--- src/rtl/checkout_totalizer.sv ---
// checkout_totalizer: checkout session controller that accepts priced items,
// applies the expiry discount policy, and accumulates a saturating bill.
module checkout_totalizer #(
  parameter int TOTAL_W   = 8,
  parameter int CNT_W     = 5,
  parameter int MAX_ITEMS = 16
) (
  input  logic               clk,
  input  logic               clr,
  input  logic               en,
  input  logic               start,
  input  logic               close,
  input  logic               item_valid,
  input  logic [3:0]         P,
  input  logic [1:0]         V,
  input  logic [11:0]        QR,
  output logic               item_ready,
  output logic [TOTAL_W-1:0] total,
  output logic [CNT_W-1:0]   n_ok,
  output logic [CNT_W-1:0]   n_rej,
  output logic [2:0]         last_code,
  output logic               full,
  output logic               sat,
  output logic               done
);

  typedef enum logic [1:0] {
    IDLE = 2'd0,
    OPEN = 2'd1,
    DONE = 2'd2
  } state_t;

  state_t             state_r;
  logic [TOTAL_W-1:0] total_r;
  logic [CNT_W-1:0]   n_ok_r;
  logic [CNT_W-1:0]   n_rej_r;
  logic [2:0]         last_code_r;
  logic               full_r;
  logic               sat_r;
  logic               done_r;
  logic               item_ready_r;

  logic               good_s;
  logic               room_s;
  logic [3:0]         add_s;
  logic [TOTAL_W:0]   sum_s;
  logic               unused_s;

  // Worth of the presented item and the widened sum used for saturation
  always_comb begin
    good_s = (V == 2'b01) || (V == 2'b10);
    room_s = (n_ok_r != CNT_W'(MAX_ITEMS));
    if (V == 2'b10) begin
      add_s = {1'b0, P[3:1]};
    end else begin
      add_s = P;
    end
    sum_s = {1'b0, total_r} + (TOTAL_W+1)'(add_s);
  end

  // Only the product code field of the lookup word matters here
  assign unused_s = &{1'b0, QR[11:3]};

  // Session FSM with registered Moore outputs; en=0 freezes everything
  always_ff @(posedge clk or negedge clr) begin
    if (!clr) begin
      state_r      <= IDLE;
      total_r      <= {TOTAL_W{1'b0}};
      n_ok_r       <= {CNT_W{1'b0}};
      n_rej_r      <= {CNT_W{1'b0}};
      last_code_r  <= 3'd0;
      full_r       <= 1'b0;
      sat_r        <= 1'b0;
      done_r       <= 1'b0;
      item_ready_r <= 1'b0;
    end else if (en) begin
      case (state_r)
        IDLE: begin
          if (start) begin
            state_r      <= OPEN;
            total_r      <= {TOTAL_W{1'b0}};
            n_ok_r       <= {CNT_W{1'b0}};
            n_rej_r      <= {CNT_W{1'b0}};
            last_code_r  <= 3'd0;
            full_r       <= 1'b0;
            sat_r        <= 1'b0;
            item_ready_r <= 1'b1;
          end
        end
        OPEN: begin
          if (item_valid) begin
            if (good_s && room_s) begin
              n_ok_r      <= n_ok_r + CNT_W'(1);
              full_r      <= ((n_ok_r + CNT_W'(1)) == CNT_W'(MAX_ITEMS));
              last_code_r <= QR[2:0];
              if (sum_s[TOTAL_W]) begin
                total_r <= {TOTAL_W{1'b1}};
                sat_r   <= 1'b1;
              end else begin
                total_r <= sum_s[TOTAL_W-1:0];
              end
            end else if (n_rej_r != {CNT_W{1'b1}}) begin
              n_rej_r <= n_rej_r + CNT_W'(1);
            end
          end
          // A same-cycle item has already been folded in above
          if (close) begin
            state_r      <= DONE;
            item_ready_r <= 1'b0;
            done_r       <= 1'b1;
          end
        end
        DONE: begin
          state_r <= IDLE;
          done_r  <= 1'b0;
        end
        default: begin
          state_r      <= IDLE;
          done_r       <= 1'b0;
          item_ready_r <= 1'b0;
        end
      endcase
    end
  end

  assign item_ready = item_ready_r;
  assign total      = total_r;
  assign n_ok       = n_ok_r;
  assign n_rej      = n_rej_r;
  assign last_code  = last_code_r;
  assign full       = full_r;
  assign sat        = sat_r;
  assign done       = done_r;

endmodule
--- config.mk ---
export PLATFORM = sky130hd
export DESIGN_NAME = checkout_totalizer
export DESIGN_NICKNAME = d
export VERILOG_FILES = /design/src/rtl/checkout_totalizer.sv
export SDC_FILE = /design/constraint.sdc
export NUM_CORES = 1
export LEC_CHECK = 0
export ABC_AREA = 1
export BUFFER_PORTS_ARGS = -buffer_cell sky130_fd_sc_hd__buf_2
export CAP_MARGIN = 20
export CORE_MARGIN = 4
export CORE_UTILIZATION = 51
export DETAILED_ROUTE_END_ITERATION = 10
export PLACE_DENSITY_LB_ADDON = 0.3
export REMOVE_ABC_BUFFERS = 1
export SYNTH_ARGS = -nofsm -noshare
export SYNTH_HDL_FRONTEND = slang
export SYNTH_SLANG_ARGS = --single-unit
export TNS_END_PERCENT = 5
--- constraint.sdc ---
create_clock -name clk -period 2.2 [get_ports clk]
set_clock_uncertainty 0.2 [all_clocks]
set_input_delay 0.33 -clock clk [delete_from_list [all_inputs] [get_ports clk]]
set_output_delay 0.33 -clock clk [all_outputs]
set_load 0.005 [all_outputs]
==> Word level (Yosys, flattened, before mapping) <==
Cells that the tools add are included.
{ "word_totals": {"word_cells": 72, "register_bits": 27, "out_inout_bits": 25, "in_bits": 24} }
{ "op_classes": {"n_eq_ne": 14, "bitwise_logic": 2, "mux": 34, "n_reduce_logical": 10, "n_addsub": 3} }
{ "ops": {"columns": ["cell", "count"], "rows": [
  ["$mux W8", 4],
  ["$mux W5", 6],
  ["$pmux W5 S2", 2],
  ["$pmux W8 S2", 1],
  ["$ne A2 B2 Y1 const B", 7],
  ["$reduce_and A6 Y1", 2],
  ["$add A5 B1 Y5 const B", 2],
  ["$ne A5 B5 Y1 const B", 2],
  ["$add A8 B4 Y9", 1],
  ["$mux W1", 9],
  ["$mux W3", 3],
  ["$pmux W1 S2", 3],
  ["$pmux W3 S2", 1],
  ["$reduce_and A3 Y1", 2],
  ["$eq A5 B5 Y1 const B", 1],
  ["$reduce_and A5 Y1", 1],
  ["$eq A2 B1 Y1 const B", 2],
  ["$eq A2 B2 Y1 const B", 2],
  ["$mux W2", 2],
  ["$mux W4", 1],
  ["$pmux W2 S2", 1],
  ["$reduce_and A4 Y1", 1],
  ["$pmux W1 S3", 1],
  ["$logic_not A2 Y1", 1],
  ["4 further kinds", 5]
]} }

==> Longest topological paths before layout <==
{ "logic_depth": {"ltp_word": 7, "ltp_mapped": 14, "ltp_nobuf": 14} }

==> Least setup slack after synthesis <==
OpenSTA, ideal clock, no wires.
{ "synth_path": {"path_type": "input to register", "start": "in V[0]", "end": "reg total_r[4] (netlist: total[4])", "path_slack_ns": -0.128, "t_arrival_ns": 2.063, "setup_ns": 0.065, "path_stages": 13, "t_required_ns": 1.935, "path_buffers": 0, "cell_sequence": "inv_1 ha_1 nor2_1 a21oi_1 ha_1 inv_1 fa_1 nand3b_1 nand2_1 nand4_1 o21ai_0 nand2_1 nand2_1"} }
{ "synth_via": {"elab_chain_cells": 7, "elab_cells_between_ends": 12, "cone_classes": "1 x add/sub; 3 x eq/ne; 5 x mux; 3 x reduce/logical"} }
{ "synth_rtl": {"columns": ["item", "line_no", "rtl"], "rows": [
  ["start, declared", "15", "input logic [1:0] V,"],
  ["$eq A2 B2 Y1", "51, 53", null],
  ["$mux W4", "53", "if (V == 2'b10) begin"],
  ["$add A8 B4 Y9", "58", "sum_s = {1'b0, total_r} + (TOTAL_W+1)'(add_s);"],
  ["$mux W8", "96", "if (sum_s[TOTAL_W]) begin"],
  ["$mux W8", "92", "if (good_s && room_s) begin"],
  ["$mux W8", "91", "if (item_valid) begin"],
  ["$pmux W8 S2", "77", "case (state_r)"],
  ["end signal, assigned", "81", "total_r <= {TOTAL_W{1'b0}};"],
  ["end signal, assigned", "97", "total_r <= {TOTAL_W{1'b1}};"],
  ["end signal, assigned", "100", "total_r <= sum_s[TOTAL_W-1:0];"],
  ["end, declared", "34", "logic [TOTAL_W-1:0] total_r;"]
]} }
Several ways; a longest one is shown, not always the timed one. The select of a mux whose other input is x is not followed.
A chain may end at the register's enable or synchronous reset.

==> Final worst setup path <==
Ends and elaborated chain as after synthesis.

==> impl_results.md <==
- Status: finished, final reports clean
- CP cell instances: buf_2, inv_2, ha_4, nor2_1, a21oi_1, ha_2, inv_2, fa_2, nand3b_1, buf_4, a21boi_0, o21ai_2, nand2_1, nand2_1
- Critical path buffers and inverters: 4
- GRT met1 Usage: roughly 24%
- CP startpoint kind: input pin
- Max-cap violations: 0
- HP Class: in -> reg
- CTS sink cnt: 27
- Worst R2R Setup Slack: around 0.15 ns
- Max_slew headroom: roughly 60%
- CTS tree: built
- # port buffers: 39
- Vias: 1525
- HP Start: close
- Placed wire-length estimate: 2700 µm
- Sw Share: between 40% and 50%
- Fin crit period: ~2.1 ns
- Post-synthesis sequential area ratio: between 40% and 50%
- Global-route wire length before repair: 6141 µm
- Drt wl/cell: ~12 µm
- Die W: about 65 µm
- FF-to-FF End: total[4]
- FMAX: 0.4675 GHz
- Clock tree buffer depth: 2
- Share of the synthesized area in the top cell type: around 40%
- CP peak stage delay: 0.35 ns
- Routed WL: approximately 3700 µm
- Worst path slowest cell: fa_2
- FILL cells: between 300 and 400
- Die area: between 0.004 and 0.005 mm²
- Top FF cell, synth: dfrtp_1
- Worst hold stages: 5
- Post-synth ARST share: 100.0%
- Cell area after layout: about 0.0021 mm²
- Met3 Track Usage GR: between 4 and 5%
- Via density: approximately 4.8
- Crit Path Class: in -> reg
- Yosys warnings: 0
- Placement Cell Area: about 0.0020 mm²
- Reg2reg start: total[0]
- Num CTS Buffers: 3
- WP depth: 14
- WHS: roughly 0.18 ns
- IR drop worst, VDD: roughly 0.76 mV
- Number of synthesized flops with an enable pin: 0
- Worst EP required: between 2 and 2.5 ns
- DP Cell Count: between 300 and 400
- Row Count: 20
- Cell taking the most area after synthesis: dfrtp_1
- Commonest cells post-synth: nand2_1 (79), dfrtp_1 (27), inv_1 (27)
- Power Internal: roughly 1100 µW
- IO Pins: around 50
- Final setup TNS: 0 ns
- Logic pwr share: approximately 46%
- Final hold violations: 0
- Core box area: ~0.0031 mm²
- Final Max Tran Viols: 0
- Initial cell density of the core: 53.83%
- GR peak layer: met2
- #FFs+latches synth: 27
- CP max FO: 4
- Largest net degree at the start of global routing: 28
- Global placer's final weighted congestion: between 0.8 and 0.9
- Final setup vio count: 0
- Die Y-Extent: around 65 µm
- First-pass iteration count of the detailed router: 4
- Count leader, synth: nand2_1
- Layout net count: 312
- Clock transition at path regs: 0.16 ns
- GR Overflow Total: 0
- N_diodes: 0
- Mapped Area: 0.001670 mm²
- Antenna violations before repair: 0
- Initial DRC Count: 90
- Crit end category: flip-flop
- Syn Area/Cell: between 7 and 8 µm²
- R2R cell count: 9
- Overall Global Routing Usage: between 10% and 20%
- Synth area leaders: dfrtp_1 (40%), nand2_1 (18%), ha_1 (7.5%)
- Mapped Cells: approximately 220
- Clock share of power: between 10% and 20%
- DRC: 0
- PD cells: slightly below 900 mW/mm²
- Leak: 0.001190 µW
- Post-synthesis cell type count: 25
- Worst-Margin Slew: between 0.5 and 0.6 ns
- Final worst-path cycle share: between 90% and 100%
- Antenna Nets Post-Route: 0
- Clk_lat worst skew: between 0.3 and 0.4 ns
- H-tree Lvls: 1
- Switch Pwr: 748.1 µW
- Hold Path Sink: state_r[0]
- Seq pwr share: 41.4%
- Met2 GRT Util: 30.21%
- Worst path top cell family by delay: adder cells
- Ratio of cells with drive above 1 in the final layout: between 20% and 30%
- Finished Layout Cells: 320
- Vias in the first global route: about 1400
- Layout area overhead: 24.05%
- Total Power: roughly 1800 µW
- Crit path DAT: ~2.2 ns
- CTS Root Cell: clkbuf_4
-- worst max path at each step --
stage | start | to | slack (ns)
4_1_cts | V[0] | total[4] | 0.008
3_5_place_dp | V[0] | total[4] | -0.40
6_report | V[0] | total[4] | 0.06
3_3_place_gp | V[0] | total[4] | -0.30
2_1_floorplan | V[0] | total[4] | -0.13
5_1_grt | V[0] | total[3] | -0.03
-- cell families after synthesis --
group / synth area share (%)
AO/OA/AOI/OAI: 5.768
flip-flops: 40.45
buffers and inverters: 8.165
adder cells (fa/ha/maj): 8.689
AND/OR/NAND/NOR: 34.83
XOR/XNOR: 2.098
-- final cells by class --
| type | count | area, µm² | share of cell area, % |
|---|---|---|---|
| Sequential cell | 27 | 675.6 | 32.61 |
| Inverter | 28 | 106.4 | 5.133 |
| Multi-Input combinational cell | 163 | 884.6 | 42.69 |
| Clock inverter | 1 | 7.507 | 0.3623 |
| Clock buffer | 3 | 22.52 | 1.087 |
| Tap cell | 44 | 55.05 | 2.657 |
| Timing Repair Buffer | 54 | 320.3 | 15.46 |
-- layer usage --
| metal | wire length (µm) | vias up |
|---|---|---|
| li1 | - | 809 |
| met1 | 1774 | 684 |
| met2 | 1707 | 30 |
| met3 | 190 | 2 |
| met4 | 21 | 0 |
| met5 | 0 | - |
-- worst min-delay path, stage by stage --
cell,delay (ns)
buf_2,0.07
nor2_1,0.05
nor2_1,0.09
nand2_1,0.06
o21a_1,0.09
-- layout by cell type, fill, tap and decap left out, types with 2 or more instances in the layout --
master / count
a21oi_1: 4
buf_2: 39
buf_4: 10
clkbuf_4: 3
dfrtp_1: 27
dlygate4sd3_1: 5
ha_1: 8
inv_1: 25
inv_2: 2
nand2_1: 78
nand2_2: 2
nand3_1: 20
nand3b_1: 3
nand4_1: 4
nor2_1: 17
nor2_4: 3
o21ai_0: 6
o21ai_1: 2
xnor2_1: 2
xor2_1: 2
-- state kept, by name, summed over array words and instances (netlist names) --
register    cells
n_rej           5
state_r         2
total           8
done            1
last_code       3
sat             1
item_ready      1
full            1
n_ok            5
-- repair_timing --
action                     4_1_cts  5_1_grt
setup endpoints to repair        7        9
gates resized for setup          2       10
hold buffers                     5        0
pin swaps                        0        4
hold endpoints to repair        31        0
setup buffers                    0        2
-- through the flow --
| step | setup slack [ns] | util, % |
|---|---|---|
| floorplan | -0.1300 | - |
| global placement | -0.3049 | 62.86 |
| detailed placement | -0.4031 | 62.86 |
| CTS | 0.008110 | 65.60 |
| global route | -0.03223 | 66.77 |
| finish | 0.06094 | 66.77 |
-- power groups by stage --
stage,logic (µW),registers (µW),clock network (µW)
after floorplan,465,764,0
after global placement,773,750,0
after detailed placement,787,754,0
after CTS,801,743,243
after global routing,943,767,259
final,827,744,226
No activity file was read; power rests on OpenSTA's default activity.
